==> src/rtl/multi_digit_counter_pkg.sv <==
// multi_digit_counter_pkg: digit width and active-low seven-segment patterns (abcdefg, a in bit 6)
package multi_digit_counter_pkg;
    localparam int DIG_W = 4;
    localparam logic [6:0] SEG_BLANK = 7'b1111111;
    localparam logic [6:0] SEG_TABLE [16] = '{
        7'b0000001, 7'b1001111, 7'b0010010, 7'b0000110,
        7'b1001100, 7'b0100100, 7'b0100000, 7'b0001101,
        7'b0000000, 7'b0000100, 7'b0001000, 7'b1100000,
        7'b0110001, 7'b1000010, 7'b0110000, 7'b0111000
    };
endpackage

==> src/rtl/multi_digit_counter_seg7_decode.sv <==
// seg7_decode: one digit to active-low segments, forced dark when blank is set
module seg7_decode
    import multi_digit_counter_pkg::*;
(
    input  logic [DIG_W-1:0] digit,
    input  logic             blank,
    output logic [6:0]       seg
);
    assign seg = blank ? SEG_BLANK : SEG_TABLE[digit];
endmodule

==> src/rtl/multi_digit_counter.sv <==
// multi_digit_counter: NDIG-digit BCD/hex up/down counter with load, terminal-count pulse and 7-seg outputs
module multi_digit_counter
    import multi_digit_counter_pkg::*;
#(
    parameter int NDIG     = 4,
    parameter int BCD      = 1,
    parameter int SAT      = 0,
    parameter int BLANK_LZ = 0
) (
    input  logic                  clk,
    input  logic                  reset,
    input  logic                  enable,
    input  logic                  up,
    input  logic                  load,
    input  logic [DIG_W*NDIG-1:0] load_val,
    output logic [DIG_W*NDIG-1:0] count,
    output logic                  tc,
    output logic [7*NDIG-1:0]     hex
);
    localparam int W = DIG_W * NDIG;
    localparam logic [DIG_W-1:0] DMAX = (BCD != 0) ? 4'd9 : 4'd15;
    logic [W-1:0] count_q, count_d, step_val, load_sat;
    logic         tc_q, tc_d;
    logic         cy [NDIG+1];
    logic         zr [NDIG+1];
    assign cy[0]    = 1'b1;
    assign zr[NDIG] = 1'b1;
    // cy[i]: every digit below i sits at its limit, so digit i takes the step
    for (genvar i = 0; i < NDIG; i++) begin : g_dig
        logic [DIG_W-1:0] d, ld;
        logic             at_lim;
        assign d      = count_q[i*DIG_W +: DIG_W];
        assign ld     = load_val[i*DIG_W +: DIG_W];
        assign at_lim = up ? (d >= DMAX) : (d == 4'd0);
        assign cy[i+1] = cy[i] & at_lim;
        assign step_val[i*DIG_W +: DIG_W] = !cy[i] ? d : at_lim ? (up ? 4'd0 : DMAX) : up ? d + 4'd1 : d - 4'd1;
        assign load_sat[i*DIG_W +: DIG_W] = (BCD != 0 && ld > 4'd9) ? 4'd9 : ld;
        assign zr[i] = zr[i+1] & (d == 4'd0);
        seg7_decode u_seg (
            .digit(d),
            .blank(BLANK_LZ != 0 && i != 0 && zr[i]),
            .seg  (hex[i*7 +: 7])
        );
    end
    // cy[NDIG] means the whole count is at the limit for the current direction
    always_comb begin
        count_d = reset ? '0 : load ? load_sat : (enable && !(SAT != 0 && cy[NDIG])) ? step_val : count_q;
        tc_d    = !reset && !load && enable && cy[NDIG];
    end
    always_ff @(posedge clk) begin
        count_q <= count_d;
        tc_q    <= tc_d;
    end
    assign count = count_q;
    assign tc    = tc_q;
endmodule

==> config.mk <==
export PLATFORM = sky130hd
export DESIGN_NAME = multi_digit_counter
export DESIGN_NICKNAME = d
export VERILOG_FILES = /design/src/rtl/multi_digit_counter_pkg.sv /design/src/rtl/multi_digit_counter_seg7_decode.sv /design/src/rtl/multi_digit_counter.sv
export SDC_FILE = /design/constraint.sdc
export NUM_CORES = 1
export LEC_CHECK = 0
export CAP_MARGIN = 20
export CORE_ASPECT_RATIO = 0.75
export CORE_UTILIZATION = 40
export DETAILED_ROUTE_END_ITERATION = 16
export PLACE_DENSITY_LB_ADDON = 0.12
export SYNTH_ARGS = -nofsm -noshare
export SYNTH_HDL_FRONTEND = slang
export SYNTH_SLANG_ARGS = --single-unit
==> constraint.sdc <==
create_clock -name clk -period 3.7 [get_ports clk]
set_clock_uncertainty 0.1 [all_clocks]
set_input_delay 1.11 -clock clk [delete_from_list [all_inputs] [get_ports clk]]
set_output_delay 1.11 -clock clk [all_outputs]
set_load 0.1 [all_outputs]
# == Word level (Yosys, flattened, before mapping) ==
# Memory sizes are Yosys's and may differ from the RTL's.
# Index checks and enable logic that the tools add are counted.
# totals
memories,4
inputBits,21
ff_bits,17
romBits,448
word_cells,82
# op_classes
muxes,30
magnitude_cmp,12
n_reduce_logical,16
addsub,8
bitwise_logic,7
# memory_table
memory,depth,width,read_ports,rd_clocked_by_memory_dff,write_ports,line,source
(no name shown),16,7,1,0,0,multi_digit_counter_seg7_decode.sv:9,assign seg = blank ? SEG_BLANK : SEG_TABLE[digit];
(no name shown),16,7,1,0,0,multi_digit_counter_seg7_decode.sv:9,
(no name shown),16,7,1,0,0,multi_digit_counter_seg7_decode.sv:9,
(no name shown),16,7,1,0,0,multi_digit_counter_seg7_decode.sv:9,
# op_table
cell,count
two-way mux 4 bit,16
two-way mux 7 bit,8
two-way mux 16 bit,2
">= comparator 5 bit, second input constant",4
NOT 4 -> 5 bit,4
"adder 4 x 1 -> 4 bit, second input constant",4
">= comparator 4 bit, second input constant",4
"> comparator 4 bit, second input constant",4
logical NOT 4 bit,4
"subtractor 4 x 1 -> 4 bit, second input constant",4
nonzero test 2 bit,4
AND reduction 2 bit,3
two-way mux 1 bit,4
AND 1 bit,3
logical AND 1 bit,3
logical NOT 1 bit,2

# == Longest topological paths before layout ==
# logic_depth
ltp_word,7
ltp_mapped,8

# == Cells and area by module ==
# From an unflattened synthesis, not the netlist that was laid out.
# hier_totals
hier_cells,326
hier_area_um2,2527.4
# modules_own_cells
module,area_each_um2,instances,cells_each
multi_digit_counter,1441.4,1,178
seg7_decode,271.5,4,37

# == Worst setup path before layout ==
# OpenSTA, ideal clock, no wires.
# synth_timing
path_kind,register -> output
from,"register count_q[12], in the netlist count[12]"
to,output port hex[23]
t_required_ns,2.490
setup_slack_ns,-1.418
path_stages_with_launch,6
t_arrival_ns,3.908
path_cell_list,dfxtp_1 inv_1 ha_1 nand2_1 o21ai_0 o21ai_0
# synth_via
elab_chain_len,4
# synth_rtl
element,line,source
"start, declared",multi_digit_counter.sv:22,"logic [W-1:0] count_q, count_d, step_val, load_sat;"
"start signal, assigned",multi_digit_counter.sv:51,count_q <= count_d;
NOT 4 -> 5 bit (implied by the code),multi_digit_counter_seg7_decode.sv:9,
memory (16 x 7 bit),n/a,
two-way mux 7 bit (implied by the code) (2 in a row),multi_digit_counter_seg7_decode.sv:9,
"end, declared",multi_digit_counter.sv:18,output logic [7*NDIG-1:0] hex
# Every way passes these cells. The select of a mux whose other input is x is not followed.

# == Final worst setup path ==
# layout_timing
from,"register count_q[0], in the netlist count[0]"
to,output port hex[6]
# The elaborated chain is that of the path after synthesis.

==> results by group <==
Critical path
  • Critical path type: reg -> out
  • CP endpoint kind: output pin
  • Max stage delay cell, worst path: or3b_2
  • Worst Path Required: approximately 2.5 ns
  • Crit-path max cell delay: roughly 0.52 ns
  • Crit path DAT: 2.02 ns
  • Worst path cell trace: inv_1 -> ha_1 -> nor2_1 -> or3b_2 -> o21ai_4 -> buf_12
  • Critical path buffers and inverters: 2
  • Top Family by Delay on Critical Path: simple AND/OR/NAND/NOR gates
  • Setup crit start kind: flop
  • Critical path fanouts, max: 11

Clock tree
  • TritonCTS buffer count: 3
  • Post-CTS sizing: 0
  • Clock transition at path regs: approximately 0.07 ns
  • Root Buffer: clkbuf_8
  • Clock sink total: 17
  • Number of setup buffers added after CTS: 0
  • CTS tree: built
  • CTS H-tree lvls: 1
  • Post-CTS Hold Fix Bufs: 0
  • Clk_lat worst skew: ~0.25 ns
  • CTS Buffer Depth: 2

Logic synthesis
  • Top post-synthesis cells by area: ha_1 15%, dfxtp_1 14%, o21ai_0 4.9%
  • Yosys cell types: 55
  • Largest area contributor in the synthesized netlist: ha_1
  • EDFF count, synth: 0
  • Fraction of registers with async set/reset: 0%
  • Top FF cell, synth: dfxtp_1
  • Post-synthesis register bit count: 17
  • Syn_nets: about 350
  • Mapped Avg Cell Area: approximately 8.0 µm²
  • Gate count after technology mapping: approximately 300
  • Register area share after synthesis: 14.4%
  • Yosys warnings: 0
  • Synth Cell Area: between 2000 and 2500 µm²
  • Synth top area share: ~15%

Global routing
  • Pin count of the biggest net entering global routing: 23
  • Number of global-route vias before repair: about 2100
  • Tot GR Track Use: between 20% and 30%
  • First-pass GRT wire length: 10.2 mm
  • Global route hottest layer: met2
  • Met3 Track Usage GR: approximately 3.6%
  • Remaining Overflow, GRT: 0
  • Met2 Use GR: a little under a third
  • Initial antenna violation count: 0
  • Met1 usage: slightly below 30%

STA
  • Final Hold Viols: 0
  • Fmax: approximately 310 MHz
  • Setup_tns: 0 ns
  • Worst-Margin Slew: ~0.78 ns
  • Final Max Slew Viols: 0
  • Final clock period utilization by the worst path: ~87%
  • Slew HR: between 40 and 50%
  • Setup Viol. Count Final: 0
  • RSZ-0062 raised after global routing: no
  • Final Critical Period: roughly 3.2 ns
  • Final worst slack: approximately 0.47 ns

Floorplanning
  • Die X: around 91 µm
  • Site row count: 23
  • Die Y: 68.5 µm
  • Top Ports: between 60 and 70
  • Die Area: just over 6000 µm²
  • Core area: approximately 5500 µm²
  • Starting Density: 42.9%

Routing
  • Total number of vias: between 2000 and 2500
  • Pre-antenna DRT Iters: 5
  • Post-DR vias/cell: ~5.6
  • ANT nets after route: 0
  • Iter 0 DRT Violations: 80
  • Drt wl/cell: 14.3 µm
  • WL final: between 6 and 7 mm
  • # DRC: 0

Pwr
  • PD cells: just over 400 nW/µm²
  • VDD IR max: 0.164 mV
  • Pleak: 1.36 nW

Cells and area
  • ANT cells: 0
  • Area of the multi-input gates: roughly 2000 µm²
  • Nets@finish: 405
  • Layout cells sized above 1: approximately 28%
  • Util after Layout: between 50% and 60%
  • Filler cell count: around 520
  • Commonest non-fill, non-tap cell in the layout: buf_4
  • Sequential cell area: 349 µm²
  • Most frequent cells in the layout: 48 x buf_4, 29 x ha_1, 26 x nor2_1
  • Synth-to-Final Area Change: 36.2%

Worst hold path
  • Worst min-delay path class: reg -> reg

Flow run
  • Max Cap Viol: 0

Place
  • Setup WS pre-CTS: 0.306 ns
  • Port Buf Inserts: between 60 and 70
  • Routability cong.: 0.851
  • Detailed Place HPWL: roughly 4.6 mm

Status
  • Status: finished, final reports clean
[cells by family after synthesis]
| logic type | share of synthesized area [%] |
|---|---|
| compound gates | 28.1 |
| simple gates | 20.6 |
| buf+inv | 6.42 |
| fa+ha+maj | 18.8 |
| mux | 8.97 |
| flops | 14.4 |
| xor+xnor | 2.60 |
[area by class of cell]
class / count / area share [%]
well taps: 75 / 2.92
repair buffers: 72 / 20.0
clock inverters: 1 / 0.156
flip-flops and latches: 17 / 10.9
inverters: 17 / 1.99
multi-input cells: 240 / 62.8
clock buffers: 3 / 1.29
[state kept, by name, indices dropped and copies added (netlist names)]
register  cells
count        16
tc            1
[through the flow]
stage / area (µm²) / power, W / hold WS (ns) / instances
after floorplan: 2520 / 0.000992 / 0.697 / 295
after global placement: 3160 / 0.00118 / 0.493 / 421
after detailed placement: 3160 / 0.00119 / 0.497 / 421
after CTS: 3210 / 0.00133 / 0.508 / 425
after global routing: 3210 / 0.00140 / 0.547 / 425
final: 3210 / 0.00133 / 0.497 / 425
[per-layer routing]
metal / up-vias / share of wire (%)
met1: 1115 / 52
met4: 0 / 0.31
li1: 1203 / -
met3: 2 / 4.1
met2: 59 / 44
met5: - / 0
[worst paths after layout]
check	from	to	slack [ns]	cells past startpoint
worst min-delay path	count[8]	count[8]	0.50	2
worst max-delay path	count[0]	hex[6]	0.47	6
worst min register to register	count[8]	count[8]	0.50	2
worst max register to register	count[4]	count[12]	1.16	7
[tightest hold or removal path, cell delays in order (launching register included)]
cell and delay (ns):
dfxtp_2 0.37, mux2i_1 0.14, nor2_1 0.05
[cell usage after synthesis, types with 2 or more instances]
master	n
a2111oi_0	3
a211oi_1	7
a21boi_0	2
a21o_1	5
a21oi_1	16
a221oi_1	4
a22o_1	7
a31oi_1	3
a32o_1	4
and2_1	2
and3b_1	2
buf_1	5
clkbuf_1	14
dfxtp_1	17
fa_1	4
ha_1	29
inv_1	17
mux2_2	3
mux2i_1	11
mux4_2	3
nand2_1	15
nand2b_1	4
nand3_1	10
nor2_1	26
nor2b_1	5
nor3_1	7
nor4b_1	4
o21ai_0	23
o21bai_1	2
o31ai_1	6
or3_1	3
or3b_2	4
xnor2_1	4
xor2_1	3
[report_power, final]
part / internal (W) / switching (W) / total, W
Sequential: 0.000200 / 0.0000575 / 0.000258
Clock: 0.0000748 / 0.0000706 / 0.000145
Combinational: 0.000269 / 0.000654 / 0.000923
(Power assumes the default switching activity.)
==> edit 1 (same flow settings) <==
Set the package constant `DIG_W` to 6 (it was 4).
--- a/src/rtl/multi_digit_counter_pkg.sv
+++ b/src/rtl/multi_digit_counter_pkg.sv
@@ -1,6 +1,6 @@
 // multi_digit_counter_pkg: digit width and active-low seven-segment patterns (abcdefg, a in bit 6)
 package multi_digit_counter_pkg;
-    localparam int DIG_W = 4;
+    localparam int DIG_W = 6;
     localparam logic [6:0] SEG_BLANK = 7'b1111111;
     localparam logic [6:0] SEG_TABLE [16] = '{
         7'b0000001, 7'b1001111, 7'b0010010, 7'b0000110,
Ports: changed (resized count and load_val); port bits go from 66 to 82. The function was not compared with the original's and may differ.
==> edit 1 against the unedited design <==
  * Design area rose by 28%
  * Setup slack got worse by 0.18 ns
  * Sequential power rose by 60%
  * Synthesized cell count rose by 28%
  * Routed wire length rose by 39%
  * Critical path depth rose by 4
  * Sequential cell count rose by 8
  * Synthesized area rose by 28%
  * Total power rose by 61%
  * Largest power group unchanged
  * Highest routed layer unchanged
==> edit 1: results (changes against the unedited design) <==
Worst setup path
  • Worst reg2reg path depth: 8 (+1)
  • Worst reg2reg path startpoint: count[12]
  • Critical path fanouts, max: 12 (+1)
  • WP data arrival: 3.51 ns (+1.49 ns)
  • Reg-to-reg endpoint: count[17]

Placed design
  • Pre-CTS setup slack: 0.00124 ns (-0.305 ns)
  • DP HPWL: 6520 um (+41%)
  • IO Port Bufs: 81 (+25%)

Power
  • P_leak: 0.00175 uW (+29%)
  • Max VDD drop: 0.235 mV (+43%)
  • Power Internal: 833 uW (+53%)

Routing
  • Wirelength, routed: 8430 um (+39%)
  • Via-to-Cell Ratio: 5.50 (-1.7%)
  • Drt pass-1 iters: 4 (-1)
  • Number of DRC markers in iteration 0: 109 (+36%)

Hold path
  • Hold_sp: count[22]
  • Worst hold endpoint: count[22]

Global routing
  • Total track usage: 22.3% (+2.0 points)
  • Pin count of the biggest net entering global routing: 21 (-8.7%)
  • Vias in the first global route: 2900 (+40%)

Layout
  • Max FFs per register: 24 (+8)
  • Fin cells: 562 (+32%)
  • Layout cells sized above 1: 25.2% (-2.8 points)
  • Final net count: 535 (+32%)

Outcome
  • Status: finished clean

Synth
  • Yosys cell types: 59 (+7.3%)
  • Commonest cells in the netlist: ha_1, nand2_1, nor2_1, o21ai_0, a21oi_1
  • Post-Syn Nets: 451 (+29%)

Clocking
  • CTS clk-pin slew, worst paths: 0.09 ns (+0.02 ns)
  • Clk_lat worst skew: 0.27 ns (+0.02 ns)
edit 1: cell count changes in the layout (fill, tap and decap cells not counted), sizes merged, moves of 7 or more:
cell | before | now
dfxtp | 17 | 25
a21oi | 16 | 27
o21ai | 23 | 30
clkdlybuf4s50 | 20 | 28
ha | 29 | 40
xnor2 | 4 | 13
buf | 52 | 72
nand2 | 15 | 31
edit 1: per-layer routing:
layer / GRT usage [%] / vias up / share of wire, % / routed length [um]
met5: 0 / - / 0 / 0
met1: 32.9 / 1468 / 49 / 4120
met4: 2.43 / 0 / 0.27 / 23
li1: - / 1569 / - / -
met2: 34.8 / 52 / 47 / 3940
met3: 3.28 / 2 / 4.1 / 348
edit 1: critical path: stages:
cell and delay, ns:
clkdlybuf4s50_1 0.50, clkinv_1 0.11, buf_4 0.20, ha_1 0.30
a211oi_1 0.31, o21bai_1 0.14, a21oi_1 0.18, xnor2_1 0.09
or4_1 0.41, a31oi_1 0.16
edit 1: kinds of logic after synthesis:
| kind of cell | after synthesis | share of synthesized area, % |
|---|---|---|
| AOI/OAI and AO/OA | 122 | 27.7 |
| xor gates and xnor gates | 17 | 4.93 |
| adders and majority gates | 44 | 19.2 |
| buffers and inverters | 40 | 5.31 |
| DFF | 25 | 16.6 |
| muxes | 19 | 7.71 |
| and+or+nand+nor | 111 | 18.5 |
edit 1: worst max-delay path by stage:
stage / to / cells past startpoint
2_1_floorplan: hex[8] / 4
3_3_place_gp: count[11] / 10
3_5_place_dp: count[17] / 10
4_1_cts: count[17] / 10
5_1_grt: count[17] / 10
6_report: count[23] / 10
edit 1: final cells by class:
class	count	share of cell area (%)
inverter	19	1.73
sequential	25	12.3
clock buffer	4	1.10
tap	101	3.07
multi-input combinational	313	61.8
timing repair buffer	100	20.0
edit 1: power by group through the flow:
stage	combinational, uW	clock, uW	sequential (uW)
floorplan	1080	0	567
global placement	1540	0	417
detailed placement	1550	0	417
CTS	1560	172	412
global route	1640	183	424
finish	1560	170	412
edit 1: per-stage QoR:
stage | power [uW] | instance area, um2 | hold slack, ns | setup TNS, ns | utilization [%]
2_1_floorplan | 1650 | 3210 | 0.631 | -0.673 | -
3_3_place_gp | 1960 | 4070 | 0.402 | 0 | 55.5
3_5_place_dp | 1970 | 4070 | 0.404 | 0 | 55.5
4_1_cts | 2140 | 4110 | 0.419 | 0 | 56.1
5_1_grt | 2250 | 4110 | 0.440 | 0 | 56.1
6_report | 2140 | 4110 | 0.414 | 0 | 56.1
==> edit 2 (config.mk and constraints unchanged) <==
Made on the original files. The output `tc` loses its register stage (`tc_q` becomes a continuous assignment).
--- a/src/rtl/multi_digit_counter.sv
+++ b/src/rtl/multi_digit_counter.sv
@@ -49,8 +49,9 @@
     end
     always_ff @(posedge clk) begin
         count_q <= count_d;
-        tc_q    <= tc_d;
     end
+
+    assign tc_q = tc_d;
     assign count = count_q;
     assign tc    = tc_q;
 endmodule
Behaviour: not the same (Yosys sat finds a counterexample within 4 cycles, from zero or initial values and one cycle with reset high).
==> edit 2 against the unedited design <==
  * Combinational power rose by 17%
  * Critical path depth rose by 1
  * Synthesized area fell by 1.5%
  * Sequential cell count fell by 1
  * Final cell count rose by 3.3%
  * Routed wire length rose by 3.4%
  * Setup slack got worse by 0.41 ns
  * Total power rose by 13%
  * Clock power rose by 12%
  * Design area rose by 5.9%
  * Global-route usage rose by 0.77 points
==> edit 2: results (changes against the unedited design) <==
Routing
  • WL met1: 3090 um (-2.0%)
  • Via-to-Cell Ratio: 5.54 (-0.95%)
  • Drt pass-1 iters: 4 (-1)
  • Met3 WL: 278 um (+11%)

Synth
  • Post-synthesis sequential area ratio: 13.8% (-0.64 points)
  • Yosys cell types: 57 (+3.6%)
  • Largest cells by area after synthesis: ha_1, dfxtp_1, mux2i_1
  • Post-Syn Nets: 341 (-2.3%)
  • Mapped Cells: 287 (-2.7%)

Clocking
  • Post_cts resized: 6 (+6)

Worst setup path
  • Critical path fanouts, max: 4 (-7)
  • WP data arrival: 2.43 ns (+0.41 ns)
  • Critical Path Sink: tc
  • Crit path largest cell delay: 0.39 ns (-0.13 ns)

Timing
  • Max_slew headroom: 49.2% (+1.2 points)
  • WHS: 0.418 ns (-0.0797 ns)

Power
  • Max VDD drop: 0.214 mV (+30%)
  • P_leak: 0.00140 uW (+3.5%)

Placed design
  • Post-DP Area: 3300 um2 (+4.2%)
  • Pre-CTS setup slack: -0.274 ns (-0.581 ns)
  • DP HPWL: 4820 um (+4.5%)

Global routing
  • Vias in the first global route: 2239 (+7.7%)

Outcome
  • Status: finished clean

Layout
  • Layout cells sized above 1: 33.8% (+5.8 points)
  • Area of the multi-input gates: 2070 um2 (+2.6%)
==> edit 2: metal layers <==
metal / vias to the layer above / global-route usage [%]
met5: - / 0
met4: 0 / 1.61
met3: 4 / 2.89
met2: 64 / 36.0
met1: 1143 / 29.5
li1: 1223 / -
==> edit 2: power by group through the flow <==
stage | logic (uW) | registers (uW) | clock network (uW)
floorplan | 750 | 345 | 0
global placement | 1070 | 254 | 0
detailed placement | 1070 | 255 | 0
CTS | 1080 | 251 | 167
global route | 1140 | 258 | 176
finish | 1080 | 251 | 163
==> edit 2: layout make-up <==
type,count,area share [%]
multi-input cells,235,60.9
repair buffers,91,22.8
clock buffers,4,1.62
inverters,18,2.10
flip-flops and latches,16,9.82
well taps,75,2.76
==> edit 2: cells by family (layout without fill, tap and decap cells) <==
logic type,after synthesis,in the layout,synth area share (%)
simple gates,89,89,20.9
fa+ha+maj,33,33,19.1
buf+inv,36,113,5.93
mux,18,18,9.49
flops,16,16,13.8
compound gates,87,87,27.8
xor+xnor,8,8,3.02
